$ cat config.mk
export PLATFORM = sky130hd
export DESIGN_NAME = spi_mux_guarded_flat
export DESIGN_NICKNAME = d
export VERILOG_FILES = /design/src/rtl/spi_mux_guarded_if.sv /design/src/rtl/spi_mux_guarded.sv /design/src/flat_wrapper.sv
export SDC_FILE = /design/constraint.sdc
export NUM_CORES = 1
export LEC_CHECK = 0
export CORE_MARGIN = 3
export CORE_UTILIZATION = 40
export DETAILED_ROUTE_END_ITERATION = 10
export GPL_TIMING_DRIVEN = 1
export PLACE_DENSITY = 0.76
export SLEW_MARGIN = 15
export SYNTH_ARGS = -nofsm -noshare
export SYNTH_HDL_FRONTEND = slang
export SYNTH_SLANG_ARGS = --single-unit
$ cat constraint.sdc
create_clock -name clk -period 1.6 [get_ports clk]
set_clock_uncertainty 0.2 [all_clocks]
set_input_delay 0.32 -clock clk [delete_from_list [all_inputs] [get_ports clk]]
set_output_delay 0.32 -clock clk [all_outputs]
set_load 0.02 [all_outputs]
$ cat src/rtl/spi_mux_guarded_if.sv
// Master-side SPI bus of spi_mux_guarded (csb/sclk/mosi toward the mux, miso back).
// Optional feature macro of the mux: SPI_MUX_MISO_SYNC_EN.
interface spi_mux_guarded_if;
    logic csb;
    logic sclk;
    logic mosi;
    logic miso;

    modport master (output csb, output sclk, output mosi, input miso);
    modport slave  (input csb, input sclk, input mosi, output miso);
endinterface

$ cat src/rtl/spi_mux_guarded.sv
// SPI slave multiplexer with break-before-make guard, idle-deferred switching and override channel.
// Optional: define SPI_MUX_MISO_SYNC_EN to put a two-flop synchronizer in front of the miso register.
module spi_mux_guarded #(
    parameter int unsigned N_SLV     = 4,
    parameter int unsigned ADR_W     = 2,
    parameter int unsigned CPOL      = 0,
    parameter int unsigned GUARD_CYC = 4,
    parameter int unsigned OVR_CH    = 0
) (
    input  logic               clk,
    input  logic               rst,
    input  logic [ADR_W-1:0]   slv_adr,
    spi_mux_guarded_if.slave   m,
    output logic [N_SLV-1:0]   s_csb,
    output logic [N_SLV-1:0]   s_sclk,
    output logic [N_SLV-1:0]   s_mosi,
    input  logic [N_SLV-1:0]   s_miso,
    input  logic               i_hold,
    input  logic               i_csb,
    input  logic               i_sclk,
    input  logic               i_mosi,
    output logic               busy,
    output logic [ADR_W-1:0]   sel,
    output logic               err
);

    localparam int unsigned GuardEff = (GUARD_CYC < 1) ? 1 : GUARD_CYC;
    localparam int unsigned CntW     = (GuardEff > 1) ? $clog2(GuardEff) : 1;
    localparam logic [CntW-1:0] CntInit = CntW'(GuardEff - 1);
    localparam logic CpolBit = (CPOL != 0);

    typedef enum logic [1:0] {StIdle, StGuard, StConn} state_e;

    state_e            state_q, state_d;
    logic [ADR_W-1:0]  tgt_q, tgt_d;
    logic [CntW-1:0]   cnt_q, cnt_d;
    logic              err_q, err_d;
    logic              miso_q;
    logic [N_SLV-1:0]  csb_q, sclk_q, mosi_q;
    logic [N_SLV-1:0]  csb_d, sclk_d, mosi_d;
    logic              adr_ok, fwd, miso_src;

    assign adr_ok = (32'(slv_adr) < N_SLV);

    always_comb begin
        state_d = state_q;
        tgt_d   = tgt_q;
        cnt_d   = cnt_q;
        err_d   = err_q;
        unique case (state_q)
            StIdle: begin
                if (!m.csb || !adr_ok) begin
                    err_d = 1'b1;
                end else begin
                    tgt_d   = slv_adr;
                    cnt_d   = CntInit;
                    state_d = StGuard;
                end
            end
            StGuard: begin
                // A master starting a transfer mid-guard aborts the switch entirely.
                if (!m.csb || !adr_ok) begin
                    err_d   = 1'b1;
                    state_d = StIdle;
                end else if (slv_adr != tgt_q) begin
                    tgt_d = slv_adr;
                    cnt_d = CntInit;
                end else if (cnt_q == '0) begin
                    state_d = StConn;
                end else begin
                    cnt_d = cnt_q - 1'b1;
                end
            end
            StConn: begin
                if (slv_adr != tgt_q && m.csb) state_d = StIdle;
            end
            default: state_d = StIdle;
        endcase
    end

    // Channels go idle on the same edge the FSM leaves CONN.
    assign fwd = (state_q == StConn) && (state_d == StConn);

    always_comb begin
        csb_d    = '1;
        sclk_d   = {N_SLV{CpolBit}};
        mosi_d   = '0;
        miso_src = 1'b0;
        for (int i = 0; i < int'(N_SLV); i++) begin
            if (tgt_q == ADR_W'(i)) begin
                miso_src = s_miso[i];
                if (fwd) begin
                    csb_d[i]  = m.csb;
                    sclk_d[i] = m.sclk;
                    mosi_d[i] = m.mosi;
                end
            end
        end
    end

    always_ff @(posedge clk or posedge rst) begin
        if (rst) begin
            state_q <= StIdle;
            tgt_q   <= '0;
            cnt_q   <= '0;
            err_q   <= 1'b0;
            csb_q   <= '1;
            sclk_q  <= {N_SLV{CpolBit}};
            mosi_q  <= '0;
        end else begin
            state_q <= state_d;
            tgt_q   <= tgt_d;
            cnt_q   <= cnt_d;
            err_q   <= err_d;
            csb_q   <= csb_d;
            sclk_q  <= sclk_d;
            mosi_q  <= mosi_d;
        end
    end

`ifdef SPI_MUX_MISO_SYNC_EN
    logic [1:0] sync_q;

    always_ff @(posedge clk or posedge rst) begin
        if (rst) begin
            sync_q <= '0;
            miso_q <= 1'b0;
        end else if (state_q == StConn) begin
            sync_q <= {sync_q[0], miso_src};
            miso_q <= sync_q[1];
        end else begin
            sync_q <= '0;
            miso_q <= 1'b0;
        end
    end
`else
    always_ff @(posedge clk or posedge rst) begin
        if (rst) begin
            miso_q <= 1'b0;
        end else begin
            miso_q <= (state_q == StConn) ? miso_src : 1'b0;
        end
    end
`endif

    // Initializer override bypasses the registers so it works even while rst is held.
    always_comb begin
        s_csb  = csb_q;
        s_sclk = sclk_q;
        s_mosi = mosi_q;
        if (i_hold) begin
            s_csb[OVR_CH]  = i_csb;
            s_sclk[OVR_CH] = i_sclk;
            s_mosi[OVR_CH] = i_mosi;
        end
    end

    assign m.miso = miso_q;
    assign busy   = (state_q != StConn);
    assign sel    = tgt_q;
    assign err    = err_q;

endmodule

$ cat src/flat_wrapper.sv
// flat-port wrapper written by rule: the top's interface ports become plain ports
module spi_mux_guarded_flat 
#(
    parameter int unsigned N_SLV     = 4,
    parameter int unsigned ADR_W     = 2,
    parameter int unsigned CPOL      = 0,
    parameter int unsigned GUARD_CYC = 4,
    parameter int unsigned OVR_CH    = 0
)
  (clk, rst, slv_adr, s_csb, s_sclk, s_mosi, s_miso, i_hold, i_csb, i_sclk, i_mosi, busy, sel, err, m_csb, m_sclk, m_mosi, m_miso);
  spi_mux_guarded_if m_i ();
  input  logic clk;
  input  logic rst;
  input  logic [ADR_W-1:0] slv_adr;
  output logic [N_SLV-1:0] s_csb;
  output logic [N_SLV-1:0] s_sclk;
  output logic [N_SLV-1:0] s_mosi;
  input  logic [N_SLV-1:0] s_miso;
  input  logic i_hold;
  input  logic i_csb;
  input  logic i_sclk;
  input  logic i_mosi;
  output logic busy;
  output logic [ADR_W-1:0] sel;
  output logic err;
  input wire logic [$bits(m_i.csb)-1:0] m_csb;
  input wire logic [$bits(m_i.sclk)-1:0] m_sclk;
  input wire logic [$bits(m_i.mosi)-1:0] m_mosi;
  output wire logic [$bits(m_i.miso)-1:0] m_miso;
  assign m_i.csb = m_csb;
  assign m_i.sclk = m_sclk;
  assign m_i.mosi = m_mosi;
  assign m_miso = m_i.miso;
  spi_mux_guarded #(.N_SLV(N_SLV), .ADR_W(ADR_W), .CPOL(CPOL), .GUARD_CYC(GUARD_CYC), .OVR_CH(OVR_CH)) u_core (.clk(clk), .rst(rst), .slv_adr(slv_adr), .m(m_i), .s_csb(s_csb), .s_sclk(s_sclk), .s_mosi(s_mosi), .s_miso(s_miso), .i_hold(i_hold), .i_csb(i_csb), .i_sclk(i_sclk), .i_mosi(i_mosi), .busy(busy), .sel(sel), .err(err));
endmodule
Yosys cells after proc, flatten, opt, wreduce, memory -nomap -nowiden
Cells that the tools add are included.
{"block": "word_totals", "register_bits": 20, "latch_bits": 0, "mem_bits_rw": 0, "mem_bits_ro": 0, "in_bits": 15, "out_inout_bits": 17, "wordCells": 70, "mem_count": 0}
{"block": "op_classes", "n_addsub": 1, "mul": 0, "div": 0, "order_cmp": 0, "n_eq_ne": 12, "n_shift": 0, "mux": 38, "bitwise_logic": 1, "n_reduce_logical": 10}
{"cell": "two-way mux 2 bit", "n": 12}
{"cell": "two-way mux 1 bit", "n": 23}
{"cell": "equality test 2 bit, second input constant", "n": 4}
{"cell": "one-hot mux 2 bit (2 select lines)", "n": 2}
{"cell": "AND reduction 4 bit", "n": 2}
{"cell": "zero test 2 bit", "n": 3}
{"cell": "inequality test 2 bit, second input constant", "n": 3}
{"cell": "one-hot mux 2 bit (3 select lines)", "n": 1}
{"cell": "equality test 2 x 1 -> 1 bit, second input constant", "n": 2}
{"cell": "inequality test 3 x 2 -> 1 bit, second input constant", "n": 1}
{"cell": "logical AND 1 bit", "n": 2}
{"cell": "inequality test 2 x 1 -> 1 bit, second input constant", "n": 1}
{"cell": "inequality test 2 bit", "n": 1}
{"cell": "AND reduction 2 bit", "n": 1}
{"cell": "nonzero test 2 bit", "n": 1}
{"cell": "OR reduction 2 bit", "n": 1}
{"cell": "subtractor 2 x 1 -> 2 bit, second input constant", "n": 1}
{"cell": "inverter 1 bit", "n": 1}

Depth between registers and ports, before layout
Gate-level depths: netlist of run 1.
{"block": "depth", "depth_word": 9, "ltp_mapped": 5, "ltp_nobuf": 5}

Worst setup path after synthesis of run 1
No wires, ideal clock.
{"block": "synth_timing", "path_kind": "reg2reg", "start": "register u_core.tgt_q[1] (netlist: u_core.sel[1])", "end": "register u_core.cnt_q[0]", "setup_ps": 137, "t_arrival_ps": 1200, "t_required_ps": 1263, "slack_ps": 63, "path_stages_with_launch": 4, "n_path_buf": 0, "period_less_slack_ps": 1537, "path_cell_list": "dfrtp_1 > xor2_2 > o31a_2 > a2bb2oi_1"}
{"block": "synth_between", "elab_chain_cells": 4, "elab_cells_between_ends": 6, "classes_between": "2 x eq/ne; 3 x mux; 1 x reduce/logical"}
{"item": "start, declared", "line": "spi_mux_guarded.sv:35", "source": "logic [ADR_W-1:0] tgt_q, tgt_d;"}
{"item": "start signal, assigned", "line": "spi_mux_guarded.sv:112", "source": "tgt_q <= tgt_d;"}
{"item": "inequality test 2 bit (*)", "line": "spi_mux_guarded.sv:65", "source": "end else if (slv_adr != tgt_q) begin"}
{"item": "two-way mux 2 bit", "line": "spi_mux_guarded.sv:65"}
{"item": "two-way mux 2 bit", "line": "spi_mux_guarded.sv:62", "source": "if (!m.csb || !adr_ok) begin"}
{"item": "one-hot mux 2 bit (2 select lines)", "line": "spi_mux_guarded.sv:50", "source": "unique case (state_q)"}
{"item": "end signal, assigned", "line": "spi_mux_guarded.sv:113", "source": "cnt_q <= cnt_d;"}
{"item": "end, declared", "line": "spi_mux_guarded.sv:36", "source": "logic [CntW-1:0] cnt_q, cnt_d;"}
Every way passes the cells marked *; elsewhere a longest branch is shown, timed or not. The select of a mux whose other input is x is not followed.
A chain may end at the register's enable or synchronous reset.

Worst setup path after layout of run 1
{"block": "layout_timing", "start": "register u_core.sclk_q[0]", "end": "output s_sclk[0]"}
{"block": "layout_between", "elab_chain_cells": 1}
{"item": "start, declared", "line": "spi_mux_guarded.sv:39", "source": "logic [N_SLV-1:0] csb_q, sclk_q, mosi_q;"}
{"item": "start signal, assigned", "line": "spi_mux_guarded.sv:108", "source": "sclk_q <= {N_SLV{CpolBit}};"}
{"item": "start signal, assigned", "line": "spi_mux_guarded.sv:116", "source": "sclk_q <= sclk_d;"}
{"item": "two-way mux 1 bit", "line": "spi_mux_guarded.sv:151", "source": "if (i_hold) begin"}
{"item": "end, declared", "line": "flat_wrapper.sv:16", "source": "output logic [N_SLV-1:0] s_sclk;"}
Every way passes these cells.

==> results of run 1 <==
final timing paths:
kind / from / endpoint / slack (ps) / cells past startpoint
min in group clk: u_core.err$_DFFE_PP0P_ / u_core.err$_DFFE_PP0P_ / 300 / 1
hold reg to reg: u_core.err$_DFFE_PP0P_ / u_core.err$_DFFE_PP0P_ / 300 / 1
max in group asynchronous: rst / u_core.csb_q[0]$_DFF_PP1_ / 790 / 3
setup / recovery: u_core.sclk_q[0]$_DFF_PP0_ / s_sclk[0] / 9 / 2
setup reg to reg: u_core.cnt_q[0]$_DFFE_PP0P_ / u_core.cnt_q[0]$_DFFE_PP0P_ / 90 / 5
hold / removal: rst / u_core.err$_DFFE_PP0P_ / 140 / 3
logic make-up (layout without fill, tap and decap cells):
kind of cell	after synthesis	after routing	synth area share, %
adders and majority gates	1	1	1.32
buffers and inverters	17	51	10.4
AOI/OAI and AO/OA	9	9	7.39
DFF	20	20	53.3
and+or+nand+nor	28	28	16.2
xor gates and xnor gates	2	2	2.64
muxes	6	6	8.71
state kept, by name (all words and copies together) (netlist names):
signal          flops
u_core.state_q      2
u_core.m.miso       1
u_core.sel          2
u_core.sclk_q       4
u_core.mosi_q       4
u_core.csb_q        4
u_core.cnt_q        2
u_core.err          1
through the flow:
step	hold WS, ps	std cells	cell area (um2)	utilization (%)	total power, mW
after global placement	273	141	1290	57.9	0.703
after detailed placement	275	141	1290	57.9	0.709
after CTS	144	145	1320	59.0	0.995
final	136	145	1350	60.3	0.989
after global routing	156	145	1350	60.3	1.04
after floorplan	80.9	83	948	-	0.620
layout by cell type (no fill, tap or decap), types with 2 or more instances in the layout:
master | netlist | layout
buf_2 | 1 | 3
buf_4 | 9 | 10
buf_6 | 0 | 4
clkbuf_4 | 0 | 3
clkdlybuf4s15_2 | 0 | 2
clkdlybuf4s50_1 | 0 | 10
dfrtp_1 | 16 | 14
dfrtp_2 | 0 | 2
dfstp_2 | 4 | 4
dlygate4sd2_1 | 0 | 10
inv_1 | 6 | 6
mux2_2 | 5 | 2
mux2_4 | 0 | 3
nand2_1 | 9 | 9
nor2_1 | 2 | 2
nor2b_1 | 4 | 3
nor3_1 | 4 | 3
nor3b_1 | 6 | 4
nor3b_2 | 0 | 2
o21a_1 | 2 | 2
where the power goes:
group / internal (mW) / total, mW / switching, mW
sequential: 0.517 / 0.530 / 0.0133
clock: 0.139 / 0.284 / 0.145
combinational: 0.0963 / 0.175 / 0.0789
total: 0.752 / 0.989 / 0.238
cell type report:
type / count / area, um2
Fill cell: 181 / 886
Sequential cell: 20 / 508
Inverter: 6 / 22.5
Timing Repair Buffer: 41 / 368
Clock buffer: 4 / 36.3
Tap cell: 28 / 35.0
Multi-Input combinational cell: 46 / 378
what timing repair did:
action / CTS / global route
setup buffers: 0 / 0
resized for setup: 53 / 12
hold buffers: 0 / 0
gates cloned: 0 / 0
endpoints found under the setup margin: 18 / 10
hold endpoints to repair: 0 / 0
worst max-delay path, cell delays in order (launching register included):
cell and delay [ps]:
dfrtp_1 380, mux2_4 270, buf_6 130
metal layers:
metal,share of wire [%],track usage [%]
met1,39,16.1
met2,53,26.2
met3,5.7,3.27
met4,2.9,9.13
met5,0,0
==> metrics.md, run 1 <==
| Metric | Value |
|---|---|
| TritonCTS clock tree | `done` |
| Fmax | `0.629 GHz` |
| Vias | `707` |
| Top-count cell post-synth | `dfrtp_1` |
| # setup viols final | `0` |
| Initial core utilization | `42.5%` |
| Mapped Cells | `83` |
| Required @ worst endpoint | `1080 ps` |
| Synth area leaders | `dfrtp_1, dfstp_2, buf_4` |
| CP Class | `flip-flop to primary output` |
| Sequential fraction of the synthesis area | `53.3%` |
| Synth area leader | `dfrtp_1` |
| Detailed Route WL | `1950 um` |
| Core Footprint | `0.00223 mm2` |
| Global placement routability congestion | `0.748` |
| Pre-CTS setup slack | `-656 ps` |
| Syn_area_per_cell | `11.4 um2` |
| Vias in the first global route | `721` |
| Root Driver | `clkbuf_4` |
| Vias per cell | `4.88` |
| Tot GR Track Use | `14.9%` |
| Die Width | `54.7 um` |
| Clock Pin Slew Worst Setup and Hold Paths | `110 ps` |
| H-tree depth | `1` |
| EDFF count, synth | `0` |
| Detail Route Antenna Nets | `0` |
| Yosys top cell area share | `42.2%` |
| Share of layout cells above drive strength 1 | `35.9%` |
| Hold crit path type | `input port to asynchronous set/reset pin` |
| DRC viols | `0` |
| RSZ-0062 raised after global routing | `true` |
| Setup TNS | `0 ps` |
| Worst skew pair latency | `290 ps` |
| Drt first pass iters | `4` |
| Antenna violations before repair | `0` |
| Drt wl/cell | `13.4 um` |
| Worst slew pin tran | `265 ps` |
| Syn Nets | `99` |
| Setup crit start kind | `flip-flop` |
| First-pass GRT wire length | `3110 um` |
| Die span in y | `54.7 um` |
| Maximum vdd drop | `0.447 mV` |
| Max Cap Viol | `0` |
| I/O Buffers | `31` |
| Final hold vios | `0` |
| Full die area | `0.00299 mm2` |
| YS warnings | `0` |
| CTS sink count | `20` |
| Flops & latches, synth | `20` |
| CTS max path bufs | `2` |
| Synth Cell Area | `948 um2` |
| Gr ovfl total | `0` |
| Final worst slack | `9.47 ps` |
| Final Max Slew Viols | `0` |
| Critical path data arrival time | `1070 ps` |
| Slew margin rel. | `82.3%` |
| Nets | `134` |
| Post-synth top flop | `dfrtp_1` |
| Hpwl dp | `1470 um` |
| Number of buffers created by CTS | `3` |
| Period utilization | `99.4%` |
| Pwr/cell area | `734 mW/mm2` |
| Leakage | `0.637 nW` |
| Min Tclk post-route | `1590 ps` |
| IO Count | `32` |
| Ys async rst share | `100%` |
| Crit path capture type | `primary output` |
| Antenna fix cells | `0` |
| Crit-path max FO | `1` |
| Area Overhead vs Synth | `42.1%` |
| DRT iter0 DRCs | `10` |
| Commonest cells in the synthesized netlist | `dfrtp_1, buf_4, nand2_1, inv_1, nor3b_1` |
| Status | `completed` |
| Pin count of the biggest net entering global routing | `21` |
| Synth unique cells | `27` |
| FP Rows | `17` |
No activity file was read; power rests on OpenSTA's default activity.
==> run 2, diff against run 1 <==
Settings changed: PLACE_DENSITY 0.76 to 0.83.
==> metrics.md, run 2 (same netlist as run 1, synthesis figures left out) <==
| Metric | Value |
|---|---|
| Status | `finished with violations` |
| Failing checks | `setup timing` |
| Antenna fix cells | `0 (unchanged)` |
| CTS max path bufs | `2 (unchanged)` |
| Min Tclk post-route | `1630 ps (+37.2 ps)` |
| Die span in y | `54.7 um (unchanged)` |
| Maximum vdd drop | `0.821 mV (+84%)` |
| Final Max Slew Viols | `0 (unchanged)` |
| Slowest CP cell | `clkdlybuf4s50_1` |
| Commonest non-fill, non-tap cell in the layout | `dfrtp_1` |
| Global placement routability congestion | `0.820 (+9.7%)` |
| Number of buffers created by CTS | `3 (unchanged)` |
| Pwr/cell area | `809 mW/mm2 (+10%)` |
| First-pass GRT wire length | `3100 um (-0.42%)` |
| Combinational fraction of design power | `16.4% (-1.3 points)` |
| Drt wl/cell | `12.9 um (-4.1%)` |
| FP Rows | `17 (unchanged)` |
| Worst slew pin tran | `361 ps (+96.4 ps)` |
| Vias per cell | `4.84 (-0.64%)` |
| Full die area | `0.00299 mm2 (unchanged)` |
| CP Cell Sequence | `clkdlybuf4s50_1 -> mux2_4 -> buf_6` |
| Crit-path max FO | `1 (unchanged)` |
| Clock Pin Slew Worst Setup and Hold Paths | `110 ps (about the same)` |
| I/O Buffers | `31 (unchanged)` |
| Max Cap Viol | `0 (unchanged)` |
| P_sw | `237 uW (-0.34%)` |
| Required @ worst endpoint | `1080 ps (about the same)` |
| Nets | `137 (+2.2%)` |
| Root Driver | `clkbuf_4` |
| Period utilization | `102% (+2.3 points)` |
| DRC viols | `0 (unchanged)` |
| Share of layout cells above drive strength 1 | `36.7% (+0.77 points)` |
| Clock share of power | `35.9% (+7.2 points)` |
| Hpwl dp | `1510 um (+2.6%)` |
| H-tree depth | `1 (unchanged)` |
| Pint | `873 uW (+16%)` |
| Area Overhead vs Synth | `44.6%` |
| Top flop regs | `u_core.csb_q (4), u_core.mosi_q (4), u_core.sclk_q (4)` |
| Placed cell areas | `0.00130 mm2 (+0.58%)` |
| Leakage | `0.655 nW (+2.8%)` |
| Slowest stage delay, CP | `400 ps (+20 ps)` |
| CP Class | `input port to primary output` |
| Pre-CTS setup slack | `-675 ps (-18.9 ps)` |
| Gr ovfl total | `0 (unchanged)` |
| WP buf/inv | `2 (+1)` |
| Initial core utilization | `42.5% (unchanged)` |
| Vias in the first global route | `749 (+3.9%)` |
| Critical path data arrival time | `1110 ps (+40 ps)` |
| Core Footprint | `0.00223 mm2 (unchanged)` |
| RSZ-0062 raised after global routing | `true` |
| Setup TNS | `-42.1 ps (-42.1 ps)` |
| Crit path capture type | `primary output` |
| Detailed Route WL | `1910 um (-2.1%)` |
| CTS sink count | `20 (unchanged)` |
| CP delay by family, top | `buffers and inverters` |
| Worst skew pair latency | `290 ps (about the same)` |
| Drt first pass iters | `4 (unchanged)` |
| DRT iter0 DRCs | `5 (-5)` |
| Final hold vios | `0 (unchanged)` |
| TritonCTS clock tree | `done` |
| Tot GR Track Use | `14.7% (-0.28 points)` |
| Setup crit start kind | `input port` |
| CTS Hold Bufs | `0 (unchanged)` |
| Hold crit path type | `input port to asynchronous set/reset pin` |
| IO Count | `32 (unchanged)` |
| Final Core Density | `61.4% (+1.1 points)` |
| Final worst slack | `-27.7 ps (-37.2 ps)` |
| # setup viols final | `3 (+3)` |
| Pin count of the biggest net entering global routing | `21 (unchanged)` |
| Fmax | `0.614 GHz (-2.3%)` |
| Design Area, Final | `0.00137 mm2 (+1.8%)` |
| Die Width | `54.7 um (unchanged)` |
| Most frequent cells in the layout | `dfrtp_1, buf_4, clkdlybuf4s50_1` |
| Antenna violations before repair | `0 (unchanged)` |
| Fill cell count | `192 (+6.1%)` |
| Detail Route Antenna Nets | `0 (unchanged)` |
| Sw frac | `21.3% (-2.7 points)` |
| Slew margin rel. | `75.9% (-6.4 points)` |
| Vias | `717 (+1.4%)` |
| Sequential Power Share | `47.7% (-5.9 points)` |
[run 2: cell count changes in the layout (fill, tap and decap cells not counted)]
cell	before	now
buf_6	4	3
nor2b_2	0	1
bufinv_16	0	1
buf_4	10	13
dlygate4sd2_1	10	9
clkdlybuf4s50_1	10	11
nor2b_4	1	0
nor3_2	1	0
clkbuf_8	1	0
buf_2	3	4
nor3_1	3	4
[run 2: timing repair]
action,CTS,global route
setup endpoints to repair,17,9
resized for setup,49,11
hold endpoints to repair,0,0
buffers inserted,1,1
pin swaps,0,0
[run 2: power groups by stage]
stage,clock [mW],sequential (mW),combinational [mW]
after floorplan,0,0.543,0.0770
after global placement,0,0.536,0.169
after detailed placement,0,0.538,0.176
after CTS,0.412,0.528,0.174
after global routing,0.448,0.532,0.198
final,0.398,0.529,0.182
[run 2: final cells by class]
cell class / count / area, um2 / share of cell area, %
inverters: 6 / 22.5 / 1.64
flip-flops and latches: 20 / 508 / 37.0
repair buffers: 44 / 385 / 28.1
well taps: 28 / 35.0 / 2.55
clock buffers: 3 / 22.5 / 1.64
clock inverters: 1 / 30.0 / 2.19
multi-input cells: 46 / 368 / 26.8
[run 2: layer usage]
metal / track usage [%] / share of wire (%) / vias up
li1: - / - / 346
met4: 3.73 / 0 / 0
met1: 14.2 / 35 / 350
met2: 29.1 / 58 / 21
met3: 4.36 / 7.1 / 0
met5: 0 / 0 / -
[run 2: path summary, 6_finish.rpt]
path,startpoint,end,slack (ps),cells after the start
min reg2reg,u_core.err$_DFFE_PP0P_,u_core.err$_DFFE_PP0P_,300,1
max in group asynchronous,rst,u_core.csb_q[0]$_DFF_PP1_,800,3
max,i_mosi,s_mosi[0],-30,3
min,rst,u_core.err$_DFFE_PP0P_,140,3
min in group clk,u_core.err$_DFFE_PP0P_,u_core.err$_DFFE_PP0P_,300,1
max reg2reg,u_core.sel[0]$_DFFE_PP0P_,u_core.m.miso$_DFF_PP0_,80,3
[run 2: stage by stage]
| stage | total power [mW] | std cells | hold slack, ps |
|---|---|---|---|
| after CTS | 1.11 | 147 | 142 |
| after global routing | 1.18 | 148 | 130 |
| after detailed placement | 0.714 | 142 | 270 |
| final | 1.11 | 148 | 138 |
| after floorplan | 0.620 | 83 | 80.9 |
| after global placement | 0.705 | 142 | 275 |
[run 2: worst reg2reg max path, stage by stage (launching register included)]
cell	delay [ps]
dfrtp_2	430
buf_4	130
mux4_1	520
and2_1	160
